===== config.mk =====
export PLATFORM = sky130hd
export DESIGN_NAME = regfile_dump_tx
export DESIGN_NICKNAME = d
export VERILOG_FILES = /design/src/rtl/regfile_dump_tx.sv
export SDC_FILE = /design/constraint.sdc
export NUM_CORES = 1
export LEC_CHECK = 0
export CORE_UTILIZATION = 30
export DETAILED_ROUTE_END_ITERATION = 10
export HOLD_SLACK_MARGIN = 0.12
export PLACE_DENSITY_LB_ADDON = 0.05
export RECOVER_POWER = 50
export SETUP_SLACK_MARGIN = 0.2
export SLEW_MARGIN = 20
export SYNTH_ARGS = -nofsm -noshare
export SYNTH_HDL_FRONTEND = slang
export SYNTH_SLANG_ARGS = --single-unit

===== constraint.sdc =====
create_clock -name clk -period 2.4 [get_ports clk]
set_input_delay 0.48 -clock clk [delete_from_list [all_inputs] [get_ports clk]]
set_output_delay 0.48 -clock clk [all_outputs]
set_load 0.01 [all_outputs]

===== src/rtl/regfile_dump_tx.sv =====
// Walks a register-file read port and streams each byte out as UART 8N1.
// Optional trailing two's-complement checksum frame: define REGDUMP_CHECKSUM_EN.
module regfile_dump_tx #(
    parameter int         CLKS_PER_BIT = 868,
    parameter logic [4:0] FIRST_ADDR   = 5'd0,
    parameter logic [4:0] LAST_ADDR    = 5'd31
) (
    input  logic       clk,
    input  logic       rst,
    input  logic       start,
    output logic [4:0] src,
    input  logic [7:0] rdata,
    output logic       busy,
    output logic       done,
    output logic       tx
);

    localparam logic [15:0] BAUD_LAST = 16'(CLKS_PER_BIT - 1);

    typedef enum logic [2:0] {
        S_IDLE,
        S_FETCH,
        S_START,
        S_DATA,
        S_STOP,
`ifdef REGDUMP_CHECKSUM_EN
        S_CSUM,
`endif
        S_FIN
    } state_t;

    state_t      r_state;
    logic [4:0]  r_addr;
    logic [4:0]  r_src;
    logic [15:0] r_baud;
    logic [3:0]  r_bitIdx;
    logic [7:0]  r_shift;
    logic        r_busy;
    logic        r_done;
    logic        r_tx;
`ifdef REGDUMP_CHECKSUM_EN
    logic [7:0]  r_sum;
`endif

    logic w_baudWrap;
    assign w_baudWrap = (r_baud == BAUD_LAST);

    assign src  = r_src;
    assign busy = r_busy;
    assign done = r_done;
    assign tx   = r_tx;

    always_ff @(posedge clk) begin
        if (!rst) begin
            r_state  <= S_IDLE;
            r_addr   <= FIRST_ADDR;
            r_src    <= FIRST_ADDR;
            r_baud   <= '0;
            r_bitIdx <= '0;
            r_shift  <= '0;
            r_busy   <= 1'b0;
            r_done   <= 1'b0;
            r_tx     <= 1'b1;
`ifdef REGDUMP_CHECKSUM_EN
            r_sum    <= '0;
`endif
        end else begin
            case (r_state)
                S_IDLE: begin
                    r_tx   <= 1'b1;
                    r_done <= 1'b0;
                    r_src  <= FIRST_ADDR;
                    if (start) begin
                        r_state <= S_FETCH;
                        r_busy  <= 1'b1;
                        r_addr  <= FIRST_ADDR;
`ifdef REGDUMP_CHECKSUM_EN
                        r_sum   <= '0;
`endif
                    end
                end
                // The byte is snapshotted here; the start bit begins on the next cycle.
                S_FETCH: begin
                    r_shift <= rdata;
`ifdef REGDUMP_CHECKSUM_EN
                    r_sum   <= r_sum + rdata;
`endif
                    r_tx    <= 1'b0;
                    r_baud  <= '0;
                    r_state <= S_START;
                end
                S_START: begin
                    if (w_baudWrap) begin
                        r_baud   <= '0;
                        r_bitIdx <= '0;
                        r_tx     <= r_shift[0];
                        r_state  <= S_DATA;
                    end else begin
                        r_baud <= r_baud + 16'd1;
                    end
                end
                S_DATA: begin
                    if (w_baudWrap) begin
                        r_baud <= '0;
                        if (r_bitIdx == 4'd7) begin
                            r_bitIdx <= '0;
                            r_tx     <= 1'b1;
                            r_state  <= S_STOP;
                        end else begin
                            r_shift  <= r_shift >> 1;
                            r_tx     <= r_shift[1];
                            r_bitIdx <= r_bitIdx + 4'd1;
                        end
                    end else begin
                        r_baud <= r_baud + 16'd1;
                    end
                end
                S_STOP: begin
                    if (w_baudWrap) begin
                        r_baud <= '0;
                        if (r_addr == LAST_ADDR) begin
`ifdef REGDUMP_CHECKSUM_EN
                            r_shift  <= ~r_sum + 8'd1;
                            r_tx     <= 1'b0;
                            r_bitIdx <= '0;
                            r_state  <= S_CSUM;
`else
                            r_busy  <= 1'b0;
                            r_done  <= 1'b1;
                            r_state <= S_FIN;
`endif
                        end else begin
                            r_addr  <= r_addr + 5'd1;
                            r_src   <= r_addr + 5'd1;
                            r_state <= S_FETCH;
                        end
                    end else begin
                        r_baud <= r_baud + 16'd1;
                    end
                end
`ifdef REGDUMP_CHECKSUM_EN
                // Whole checksum frame in one state: index 0 start, 1..8 data, 9 stop.
                S_CSUM: begin
                    if (w_baudWrap) begin
                        r_baud <= '0;
                        case (r_bitIdx)
                            4'd0: begin
                                r_tx     <= r_shift[0];
                                r_bitIdx <= 4'd1;
                            end
                            4'd8: begin
                                r_tx     <= 1'b1;
                                r_bitIdx <= 4'd9;
                            end
                            4'd9: begin
                                r_bitIdx <= '0;
                                r_busy   <= 1'b0;
                                r_done   <= 1'b1;
                                r_state  <= S_FIN;
                            end
                            default: begin
                                r_shift  <= r_shift >> 1;
                                r_tx     <= r_shift[1];
                                r_bitIdx <= r_bitIdx + 4'd1;
                            end
                        endcase
                    end else begin
                        r_baud <= r_baud + 16'd1;
                    end
                end
`endif
                S_FIN: begin
                    r_done  <= 1'b0;
                    r_tx    <= 1'b1;
                    r_src   <= FIRST_ADDR;
                    r_state <= S_IDLE;
                end
                default: begin
                    r_busy  <= 1'b0;
                    r_done  <= 1'b0;
                    r_tx    <= 1'b1;
                    r_state <= S_IDLE;
                end
            endcase
        end
    end

endmodule


==> flow_summary_export.csv, run 1 <==
group,metric,value,unit
power_and_ir_drop,pwr-share-clk,33.0,%
final_layout,finalNetCount,312,
synthesis,ys_seq_area_share,36.9,%
status,status,"finished clean",
timing,worst_slew_pin_slew,0.783,ns
synthesis,synth-xor-area-share,1.83,%
global_routing,grt_usage,16.5,%
cts,cts_tree,"done",
synthesis,synth_flop_cell,"dfxtp_1",
routing,drt-initial-drc-count,137,
synthesis,synth_top_family_by_area,"compound AO/OA/AOI/OAI gates",
synthesis,ys_seq_elements,44,
placement,gp_congestion,0.751,
synthesis,synthesis.area,2390,sq um
placement,dp_hpwl,4410,um
power_and_ir_drop,switchingPower,0.000412,W
cts,cts_sinks,44,
routing,drtPass1Iterations,4,
cts,post_cts_buffers,0,
cts,insertion_delay,0.30,ns
routing,drcViolationCount,0,
final_layout,drive_above_1_share,9.40,%
power_and_ir_drop,internal-power,0.00108,W
floorplan,dieArea,8330,sq um
cts,cts_buffer_depth,2,
final_layout,antennaDiodeCount,0,
timing,drv_slew,0,
power_and_ir_drop,cellPowerDensity,535,nW/um^2
timing,fmax,480,MHz
power_and_ir_drop,ir_drop,194,uV
critical_path,arrival,2.32,ns
floorplan,die_w,91.3,um
synthesis,synth_area_leaders,"dfxtp_1 (37%), nor2_1 (4.2%), o221a_1 (3.3%)",
synthesis,synth_commonest_cells,"dfxtp_1 (44), nor2_1 (27), nand2_1 (18), buf_2 (13), a21oi_1 (12)",
cts,clk_pin_slew_worst_paths,0.09,ns
final_layout,fillers,821,
floorplan,start_util,30.9,%
timing,hold_violations,0,
flow_run,maxCapViolCount,0,
timing,grt_setup_unrepaired,"false",
timing,fin_crit_sh,86.9,%
global_routing,grt_max_degree,23,
global_routing,grt_pass1_wl,11000,um
timing,slew-limit-headroom,47.5,%
power_and_ir_drop,seqPwrFrac,52.9,%
synthesis,muxShareOfSynthArea,0.419,%
routing,detail-route-antenna-nets,0,
routing,wl_per_cell,16.1,um
critical_path,cp-end-kind,"register",
synthesis,postSynthAreaPerCell,8.53,sq um
timing,fin_tns_setup,0,ns
cts,htreeDepth,2,
critical_path,required,2.64,ns
final_layout,multi_input_area,1400,sq um
synthesis,synth_compound_area_share,27.3,%
synthesis,synthAdderAreaFrac,2.09,%
synthesis,yosysMostFrequentCell,"dfxtp_1",
cts,cts_buffers,5,
synthesis,synth.net_count,295,
floorplan,core_area,7730,sq um
timing,fin_crit,2.08,ns
critical_path,critPathKind,"reg2reg",
timing,setup_violations,0,
final_layout,area_growth_syn_to_layout,16.4,%
timing,skew,0.00708,ns
critical_path,crit_fanout,17,
routing,wirelength,6430,um
synthesis,postSynthCellCount,280,
placement,port-buffer-count,18,
power_and_ir_drop,p_leak,0.978,nW
final_layout,regArea,882,sq um
power_and_ir_drop,switching_share,27.6,%
synthesis,synth_edf_count,0,
routing,vias,2203,
synthesis,ys_warn_count,0,
global_routing,antenna_found_initial,0,
critical_path,start_kind,"register",
synthesis,async_flop_share,0,%
floorplan,pin_count,19,
synthesis,synth_simple_gate_area_share,27.0,%
routing,post_drt_via_cell_ratio,5.51,
synthesis,synth_cell_types,56,
global_routing,grt_pass1_vias,2135,
floorplan,fp.dieH,91.3,um
global_routing,grt_overflow,0,
synthesis,yosysTopAreaCell,"dfxtp_1",
timing,hold_ws,0.458,ns
power_and_ir_drop,combPwrFrac,14.0,%
cts,cts-root-buf,"clkbuf_8",
floorplan,std_cell_rows,32,
worst_hold_path,hold_class,"reg2reg",
synthesis,synth_top_area_share,36.9,%
==> flip-flops by register name, summed over array words and instances, names as in the netlist <==
name	cells
r_baud	16
r_shift	8
r_addr	5
src	5
r_state	3
busy	1
done	1
r_bitIdx	4
tx	1
==> metrics by stage <==
step	worst slack, ns	utilization (%)	instance area (sq um)	std cells	total power, W
final	0.315	36.0	2780	400	0.00149
after detailed placement	0.345	34.9	2700	392	0.00102
after global routing	0.123	36.0	2780	400	0.00157
after global placement	0.420	34.9	2700	392	0.00102
after CTS	0.327	36.1	2790	400	0.00152
after floorplan	0.603	-	2390	280	0.000937
==> layout make-up <==
| class | instances | area share (%) |
|---|---|---|
| multi-input combinational | 212 | 50.4 |
| sequential | 44 | 31.7 |
| inverter | 4 | 0.540 |
| clock buffer | 6 | 2.97 |
| timing repair buffer | 30 | 9.40 |
| tap | 102 | 4.59 |
| clock inverter | 2 | 0.360 |
==> worst max-delay path, stage by stage, from the launching register on <==
cell,delay [ns]
dfxtp_1,0.43
ha_1,0.19
and4b_1,0.23
nand4_2,0.25
clkbuf_2,0.37
or3_1,0.42
a21oi_1,0.13
==> cell usage in the layout (no fill, tap or decap), types with 5 or more instances in the layout <==
cell type and n:
clkbuf_8 6, o221a_1 7, a211oi_1 9, a31oi_1 6, nand2_1 18, dlygate4sd3_1 8, nand4_1 9, nor2_1 27
nor4_1 5, buf_4 9, nand2b_1 6, o2bb2ai_1 6, clkdlybuf4s50_1 10, o211ai_1 5, nor2b_1 7, nand3_1 10
o31ai_1 7, nor3_1 5, o21ai_0 11, dfxtp_1 43, a21oi_1 12
==> layer usage <==
| metal | wire length, um | GRT usage [%] | up-vias |
|---|---|---|---|
| met1 | 3330 | 23.2 | 1037 |
| met3 | 213 | 3.02 | 7 |
| met2 | 2820 | 25.7 | 43 |
| li1 | - | - | 1116 |
| met4 | 67 | 4.37 | 0 |
| met5 | 0 | 0 | - |
==> power groups by stage <==
stage / logic (W) / registers (W) / clock network [W]
2_1_floorplan: 0.000146 / 0.000791 / 0
4_1_cts: 0.000212 / 0.000788 / 0.000517
3_3_place_gp: 0.000214 / 0.000805 / 0
6_report: 0.000209 / 0.000788 / 0.000492
5_1_grt: 0.000233 / 0.000795 / 0.000541
3_5_place_dp: 0.000211 / 0.000805 / 0
==> path summary, 6_finish.rpt <==
kind,startpoint,to,slack (ns),cells after the start
setup / recovery,r_baud[0],r_addr[0],0.32,6
hold reg to reg,src[3],src[3],0.46,2
setup reg to reg,r_baud[0],r_addr[0],0.32,6
hold / removal,src[3],src[3],0.46,2
==> kinds of logic (layout without fill, tap and decap cells) <==
logic type                 Yosys count  in the layout
xor gates and xnor gates             5              5
AOI/OAI and AO/OA                   88             88
buffers and inverters               24             42
and+or+nand+nor                    114            114
adders and majority gates            4              4
muxes                                1              1
DFF                                 44             44
==> repair_timing <==
action	4_1_cts	5_1_grt
hold buffers	0	0
gates resized for setup	0	1
setup endpoints to repair	0	4
No activity file was read; power rests on OpenSTA's default activity.
==> run 2: changes to the inputs <==
- CTS_BUF_LIST: not set -> sky130_fd_sc_hd__clkbuf_8
==> results of run 2 <==
The final DEF is identical to that of run 1; final timing and power are the same.
==> run 3: changes to the inputs <==
- ABC_CLOCK_PERIOD_IN_PS: not set -> 2400
- CAP_MARGIN: not set -> 20
- HOLD_SLACK_MARGIN: 0.12 -> 0.08
==> results of run 3 <==
The final DEF is identical to that of run 1; final timing and power are the same.
